`src/rtl/crc32_pkg.sv`:
```
// Shared CRC-32 constants and frame serializer state encoding.
package crc32_pkg;

    localparam logic [31:0] CRC32_POLY    = 32'h04C11DB7;
    localparam logic [31:0] CRC32_INIT    = 32'hFFFFFFFF;
    localparam logic [31:0] CRC32_RESIDUE = 32'hC704DD7B;

    typedef enum logic [1:0] {
        ST_IDLE = 2'd0,
        ST_DATA = 2'd1,
        ST_PAD  = 2'd2,
        ST_FCS  = 2'd3
    } ser_state_t;

endpackage

```
`src/rtl/crc32_frame_serializer.sv`:
```
// Byte-to-bit frame serializer: LSB-first data, optional zero padding, complemented CRC-32 FCS.
module crc32_frame_serializer
    import crc32_pkg::*;
#(
    parameter int unsigned MIN_BYTES = 60,
    parameter int unsigned CNT_W     = 16
) (
    input  logic        clk,
    input  logic        reset,
    input  logic        s_valid,
    input  logic [7:0]  s_data,
    input  logic        s_last,
    output logic        s_ready,
    output logic        tx_valid,
    output logic        tx_bit,
    output logic        tx_last,
    input  logic        tx_ready,
    output logic        crc_init,
    output logic        crc_en,
    output logic        crc_d,
    input  logic [31:0] crc_q
);

    localparam logic [CNT_W-1:0] MIN_CNT = CNT_W'(MIN_BYTES);

    ser_state_t       state, state_nxt;
    logic [7:0]       byte_q, byte_nxt;
    logic             last_q, last_nxt;
    logic [2:0]       bit_idx, bit_nxt;
    logic [4:0]       fcs_idx, fcs_nxt;
    logic [CNT_W-1:0] byte_cnt, cnt_nxt;
    logic             underrun, underrun_nxt;
    logic [CNT_W-1:0] cnt_inc;
    logic [4:0]       fcs_sel;

    assign cnt_inc = (&byte_cnt) ? byte_cnt : byte_cnt + CNT_W'(1);
    assign fcs_sel = 5'd31 - fcs_idx;

    always_ff @(posedge clk) begin
        if (reset) begin
            state    <= ST_IDLE;
            byte_q   <= 8'h00;
            last_q   <= 1'b0;
            bit_idx  <= 3'd0;
            fcs_idx  <= 5'd0;
            byte_cnt <= '0;
            underrun <= 1'b0;
        end else begin
            state    <= state_nxt;
            byte_q   <= byte_nxt;
            last_q   <= last_nxt;
            bit_idx  <= bit_nxt;
            fcs_idx  <= fcs_nxt;
            byte_cnt <= cnt_nxt;
            underrun <= underrun_nxt;
        end
    end

    always_comb begin
        state_nxt    = state;
        byte_nxt     = byte_q;
        last_nxt     = last_q;
        bit_nxt      = bit_idx;
        fcs_nxt      = fcs_idx;
        cnt_nxt      = byte_cnt;
        underrun_nxt = underrun;
        s_ready      = 1'b0;
        tx_valid     = 1'b0;
        tx_bit       = 1'b0;
        tx_last      = 1'b0;
        crc_init     = 1'b0;
        crc_en       = 1'b0;
        crc_d        = 1'b0;

        case (state)
            ST_IDLE: begin
                s_ready  = 1'b1;
                crc_init = 1'b1;
                if (s_valid) begin
                    byte_nxt     = s_data;
                    last_nxt     = s_last;
                    cnt_nxt      = CNT_W'(1);
                    bit_nxt      = 3'd0;
                    underrun_nxt = 1'b0;
                    state_nxt    = ST_DATA;
                end
            end

            ST_DATA, ST_PAD: begin
                // An underrun keeps the frame open with no bit offered until the next byte lands.
                if (underrun) begin
                    s_ready = 1'b1;
                    if (s_valid) begin
                        byte_nxt     = s_data;
                        last_nxt     = s_last;
                        cnt_nxt      = cnt_inc;
                        underrun_nxt = 1'b0;
                    end
                end else begin
                    tx_valid = 1'b1;
                    tx_bit   = byte_q[bit_idx];
                    crc_d    = byte_q[bit_idx];
                    crc_en   = tx_ready;
                    if (tx_ready) begin
                        bit_nxt = bit_idx + 3'd1;
                        if (bit_idx == 3'd7) begin
                            if (state == ST_DATA && !last_q) begin
                                s_ready = 1'b1;
                                if (s_valid) begin
                                    byte_nxt = s_data;
                                    last_nxt = s_last;
                                    cnt_nxt  = cnt_inc;
                                end else begin
                                    underrun_nxt = 1'b1;
                                end
                            end else if (byte_cnt < MIN_CNT) begin
                                state_nxt = ST_PAD;
                                byte_nxt  = 8'h00;
                                cnt_nxt   = cnt_inc;
                            end else begin
                                state_nxt = ST_FCS;
                                fcs_nxt   = 5'd0;
                            end
                        end
                    end
                end
            end

            ST_FCS: begin
                tx_valid = 1'b1;
                tx_bit   = ~crc_q[fcs_sel];
                tx_last  = (fcs_idx == 5'd31);
                if (tx_ready) begin
                    fcs_nxt = fcs_idx + 5'd1;
                    if (fcs_idx == 5'd31) begin
                        state_nxt = ST_IDLE;
                    end
                end
            end

            default: state_nxt = ST_IDLE;
        endcase
    end

endmodule

```
`config.mk`:
```
export PLATFORM = sky130hd
export DESIGN_NAME = crc32_frame_serializer
export DESIGN_NICKNAME = d
export VERILOG_FILES = /design/src/rtl/crc32_pkg.sv /design/src/rtl/crc32_frame_serializer.sv
export SDC_FILE = /design/constraint.sdc
export NUM_CORES = 1
export LEC_CHECK = 0
export BUFFER_PORTS_ARGS = -buffer_cell sky130_fd_sc_hd__buf_2
export CAP_MARGIN = 20
export CORE_MARGIN = 2
export CORE_UTILIZATION = 55
export DETAILED_ROUTE_END_ITERATION = 8
export PLACE_DENSITY = 0.8
export SKIP_LAST_GASP = 1
export SYNTH_ARGS = -nofsm -noshare
export SYNTH_HDL_FRONTEND = slang
export SYNTH_SLANG_ARGS = --single-unit
export TNS_END_PERCENT = 100
```
`constraint.sdc`:
```
create_clock -name clk -period 2.5 [get_ports clk]
set_input_delay 0.125 -clock clk [delete_from_list [all_inputs] [get_ports clk]]
set_output_delay 0.125 -clock clk [all_outputs]
set_load 0.05 [all_outputs]
```
# After elaboration in Yosys (flattened, before gate mapping)
# Index checks and enable logic that the tools add are counted.
dict set report classes {
  n_addsub 4
  n_lt_le_gt_ge 3
  eq_ne 17
  muxes 67
  bitwise_logic 1
  reduce_logical 14
}
# operator count
set ops {}
lappend ops {{16-bit two-way mux} 8}
lappend ops {{8-bit two-way mux} 6}
lappend ops {{16-bit case mux with 2 select lines} 1}
lappend ops {{5-bit two-way mux} 6}
lappend ops {{1-bit two-way mux} 25}
lappend ops {{16-bit by 1-bit adder with 16-bit output, second input constant} 1}
lappend ops {{16-bit by 6-bit < comparator with 1-bit output, second input constant} 1}
lappend ops {{2-bit inequality test, second input constant} 8}
lappend ops {{8-bit case mux with 2 select lines} 1}
lappend ops {{16-bit AND reduction} 1}
lappend ops {{2-bit two-way mux} 7}
lappend ops {{7-bit AND reduction} 2}
lappend ops {{4-bit AND reduction} 3}
lappend ops {{1-bit case mux with 2 select lines} 5}
lappend ops {{5-bit case mux with 2 select lines} 1}
lappend ops {{3-bit two-way mux} 3}
lappend ops {{3-bit inequality test, second input constant} 3}
lappend ops {{5-bit by 6-bit < comparator with 1-bit output, second input constant} 1}
lappend ops {{2-bit case mux with 3 select lines} 1}
lappend ops {{3-bit case mux with 2 select lines} 1}
lappend ops {{5-bit by 1-bit adder with 5-bit output, second input constant} 1}
lappend ops {{1-bit binary-select mux with 5-bit select} 1}
lappend ops {{5-bit equality test, second input constant} 1}
lappend ops {{5-bit AND reduction} 1}
lappend ops {{other kinds (15)} 17}
dict set report word_totals {
  regBits 36
  out_inout_bits 7
  elab_cells 113
}

# Longest topological paths before layout
dict set report depth {
  word_depth 8
  mapped_depth 8
  mapped_depth_nobuf 8
}

# Worst setup path after synthesis
# OpenSTA, ideal clock, no wires.
dict set report synth_path {
  path_type {reg-to-output}
  start {reg state[0]}
  end {out tx_bit}
  t_arrival_ns 2.530
  t_required_ns 2.375
  setup_slack_ns -0.155
  path_stages_with_launch 7
  path_buffers 0
  cell_sequence {dfxtp_1 -> inv_1 -> ha_1 -> nand2b_1 -> nor2_1 -> a31oi_1 -> a21oi_1}
}
dict set report synth_via {
  elab_chain_cells 3
}
# element line
set synth_rtl {}
lappend synth_rtl {{from (decl)} crc32_frame_serializer.sv:26} ;# ser_state_t state, state_nxt;
lappend synth_rtl {{from (signal assigned)} crc32_frame_serializer.sv:49} ;# state <= state_nxt;
lappend synth_rtl {{2-bit by 1-bit equality test with 1-bit output / 2-bit equality test (equally long branches)} crc32_frame_serializer.sv:75} ;# case (state)
lappend synth_rtl {{2-bit OR reduction} crc32_frame_serializer.sv:75}
lappend synth_rtl {{1-bit case mux with 2 select lines *} crc32_frame_serializer.sv:75}
lappend synth_rtl {{to (decl)} crc32_frame_serializer.sv:15} ;# output logic tx_bit,
# Every way passes the cells marked *; elsewhere a longest branch is shown, timed or not.

# Worst setup path after layout
dict set report layout_path {
  start {reg fcs_idx[0]}
  end {out tx_bit}
}
dict set report layout_via {
  elab_chain_cells 5
}
# element line
set layout_rtl {}
lappend layout_rtl {{from (decl)} crc32_frame_serializer.sv:30} ;# logic [4:0] fcs_idx, fcs_nxt;
lappend layout_rtl {{from (signal assigned)} crc32_frame_serializer.sv:53} ;# fcs_idx <= fcs_nxt;
lappend layout_rtl {{5-bit subtractor} crc32_frame_serializer.sv:37} ;# assign fcs_sel = 5'd31 - fcs_idx;
lappend layout_rtl {{1-bit binary-select mux with 5-bit select} crc32_frame_serializer.sv:131} ;# tx_bit = ~crc_q[fcs_sel];
lappend layout_rtl {{1-bit two-way mux (implied by the code)} crc32_frame_serializer.sv:131}
lappend layout_rtl {{1-bit NOT} crc32_frame_serializer.sv:131}
lappend layout_rtl {{1-bit case mux with 2 select lines} crc32_frame_serializer.sv:75}
# Every way passes these cells. The select of a mux whose other input is x is not followed.

==> results.env <==
POST_SYNTH_MUX_AREA_SHARE=0.127
IR_DROP_WORST_CASE_VDD_mV=0.520
REPORT.POWER.TOTAL_W=0.00257
COUNT_OF_INPUT_AND_OUTPUT_BUFFERS=51
SEQ_AREA_FRAC_SYNTH=0.285
HOLD_PATH_CLASS='in -> reg'
OUTCOME='complete, no violations'
GRT_OVERFLOW=0
SYN_AVG_CELL_AREA_UM2=8.27
FMAX_MHz=418
FINISH.NET_COUNT=415
COREAREA_UM2=4380
COUNT_OF_FINAL_MAX_SLEW_CHECK_FAILURES=0
SYNTH_EDF_COUNT=0
SYNTH-COMPOUND-AREA-SHARE=0.228
DRIVE_ABOVE_1_SHARE=0.262
FP.DIEAREA_UM2=5160
INSERTION_DELAY_NS=0.29
SETUP_VIOL_COUNT_FINAL=0
DP.FINAL_HPWL_UM=4700
POWER.STATIC_LEAKAGE_nW=1.20
DIE_HEIGHT_UM=71.8
SYNTHESIS.NETS=360
SYNTH-SEQ-CELLS=36
NUMBER_OF_VIAS_PER_CELL=6.41
VIAS=2653
DRT_PASS1_ITERATIONS=7
PRE_CTS_WS_NS=0.158
GP_CONGESTION=0.869
FIN_UTIL=0.696
FINISH.INSTANCE_AREA_UM2=3050
WORSTPATHREQUIRED_NS=2.38
WORSTMARGINPINSLEW_NS=0.463
POST_SYNTH_AND_OR_NAND_NOR_AREA_FRACTION=0.269
POST_SYNTH_XOR_AREA_FRACTION=0
PLACEMENT_ROWS=24
RSZ0062_AT_GRT='no'
PLACED_CELL_AREA_UM2=2860
GRT_PASS1_VIAS=2508
CLK_PATH_BUF_DEPTH=2
SYNTHESIS.INSTANCES=306
ROUTE.ANTENNA.REMAINING_NETS=0
HTREEDEPTH=2
POSTLAYOUTSETUPSLACKWORST_NS=0.110
NUMBER_OF_ANTENNA_VIOLATIONS_AT_THE_FIRST_CHECK_IN_GLOBAL_ROUTING=0
CRITPATHCAPTURETYPE='output port'
INITIALDRTVIOLATIONCOUNT=202
WIRE_PER_INST_UM=16.2
WORST-ENDPOINT-ARRIVAL_NS=2.26
POST_SYNTHESIS_ASYNC_SET_OR_RESET_FLOP_SHARE=0
CRITPATHLAUNCHTYPE='flip-flop'
CAP_VIOLATIONS=0
BUFFER_CELL_DRIVING_THE_CLOCK_TREE_ROOT='clkbuf_8'
DIE_WD_UM=71.8
POST_CTS_HOLD_BUFFER_COUNT=0
WORST-SETUP-PATH-TYPE='reg -> out'
CTS-BUFFERS-INSERTED=5
WIRELENGTH_UM=6720
MAXSLEWHEADROOM=0.687
IO_PINS=52
P_PER_AREA_nW_PER_UM2=842
DOMINANT_COMBINATIONAL_CELL_FAMILY_BY_AREA_AFTER_SYNTHESIS='simple AND/OR/NAND/NOR gates'
WORST-PATH-MAX-FANOUT=5
SYNTH_ADDER_AREA_SHARE=0.0445
GRT_MAX_DEGREE=25
SYNTHESIS.AREA_UM2=2530
SKEW_NS=0.00545
DRC_ERRORS=0
CTS.REPORTEDPATHS.CLKPINSLEW_NS=0.08
SYNTH.YOSYS.WARNINGS=0
PERIOD_SHARE=0.956
SYNTH_CELL_TYPES=56
SYNTHFLOPTYPE='dfxtp_1'
FINAL_PERIOD_MINUS_WORST_SETUP_SLACK_NS=2.39
CTS_SINKS=36
ANTENNA_CELLS=0
SYN_TO_FINAL_GROWTH_PCT=20.7
GRT_FIRST_PASS_WIRELENGTH_UM=11100
FINALSETUPTNS_NS=0
GRT_UTIL_ALL_LAYERS=0.268
START_UTIL=0.577
CTS_TREE='yes'
FINALHOLDVIOLATIONS=0
metrics by stage:
stage / cells / hold slack (ns)
finish: 414 / 0.0629
global route: 414 / 0.0742
CTS: 412 / 0.0586
detailed placement: 404 / 0.372
global placement: 404 / 0.360
floorplan: 306 / 0.261
cell type report:
cell class                      instances  area (µm²)
Multi-Input combinational cell        243        1700
Fill cell                             343        1330
Sequential cell                        36         723
Timing Repair Buffer                   64         359
Clock inverter                          3        90.1
Clock buffer                            5        68.8
Tap cell                               52        65.1
Inverter                               11        42.5
final timing paths:
kind,from,endpoint,slack (ns),depth (start not counted)
hold reg to reg,byte_q[3],byte_q[3],0.46,2
setup / recovery,fcs_idx[0],tx_bit,0.11,5
hold / removal,s_data[2],byte_q[2],0.06,3
setup reg to reg,state[0],byte_cnt[3],0.14,8
cells in the final DEF (no fill, tap or decap), drive strengths merged, types with 6 or more instances in the layout:
cell    instances
buf            64
nand2          36
dfxtp          36
a21oi          29
nor2           23
o21ai          17
nand3          16
mux4           11
nand4          10
inv             9
ha              9
a31oi           8
o211ai          8
or4             6
nor3            6
synth_stat cells, drive strengths merged (6+ instances only):
library cell	n	area, µm²
dfxtp	36	721
or4	6	45.0
nand3	16	85.1
o21ai	17	96.3
buf	7	41.3
clkbuf	9	35.0
a21oi	29	145
ha	9	113
nand4	10	62.6
nor3	6	30.0
a31oi	8	50.1
inv	9	33.8
nor2	23	86.3
o211ai	8	60.1
nand2	36	135
mux4	11	259
worst max-delay path: stages, from the launching register on:
cell     delay (ns)
dfxtp_2        0.40
mux4_1         0.57
mux4_2         0.46
or2_0          0.23
a21oi_2        0.12
buf_4          0.20
flip-flops by register name, summed over array words and instances (netlist names):
name / cells
bit_idx: 3
byte_cnt: 16
byte_q: 8
fcs_idx: 5
last_q: 1
state: 2
underrun: 1
repair_timing:
action,4_1_cts,5_1_grt
setup endpoints to repair,2,4
pin swaps,0,1
gates resized for setup,3,4
buffers inserted,0,2
cells by family (layout without fill, tap and decap cells):
group / after synthesis / after routing
flops: 36 / 36
mux: 17 / 17
simple gates: 129 / 129
compound gates: 88 / 88
buf+inv: 27 / 83
fa+ha+maj: 9 / 9
layer usage:
metal  wire length [µm]  global-route usage  vias to the layer above  part of all wire
met5                  0                   0                        -                 0
met4                135              0.0964                        0             0.020
met3                516              0.0591                       22             0.077
met2               3160               0.452                      131              0.47
met1               2910               0.337                     1224              0.43
li1                   -                   -                     1276                 -
power breakdown:
part / internal, W / switching [W]
clock network: 0.000499 / 0.000217
logic: 0.000411 / 0.000742
registers: 0.000642 / 0.0000580
total: 0.00155 / 0.00102
Power figures use the tool's default switching activity.
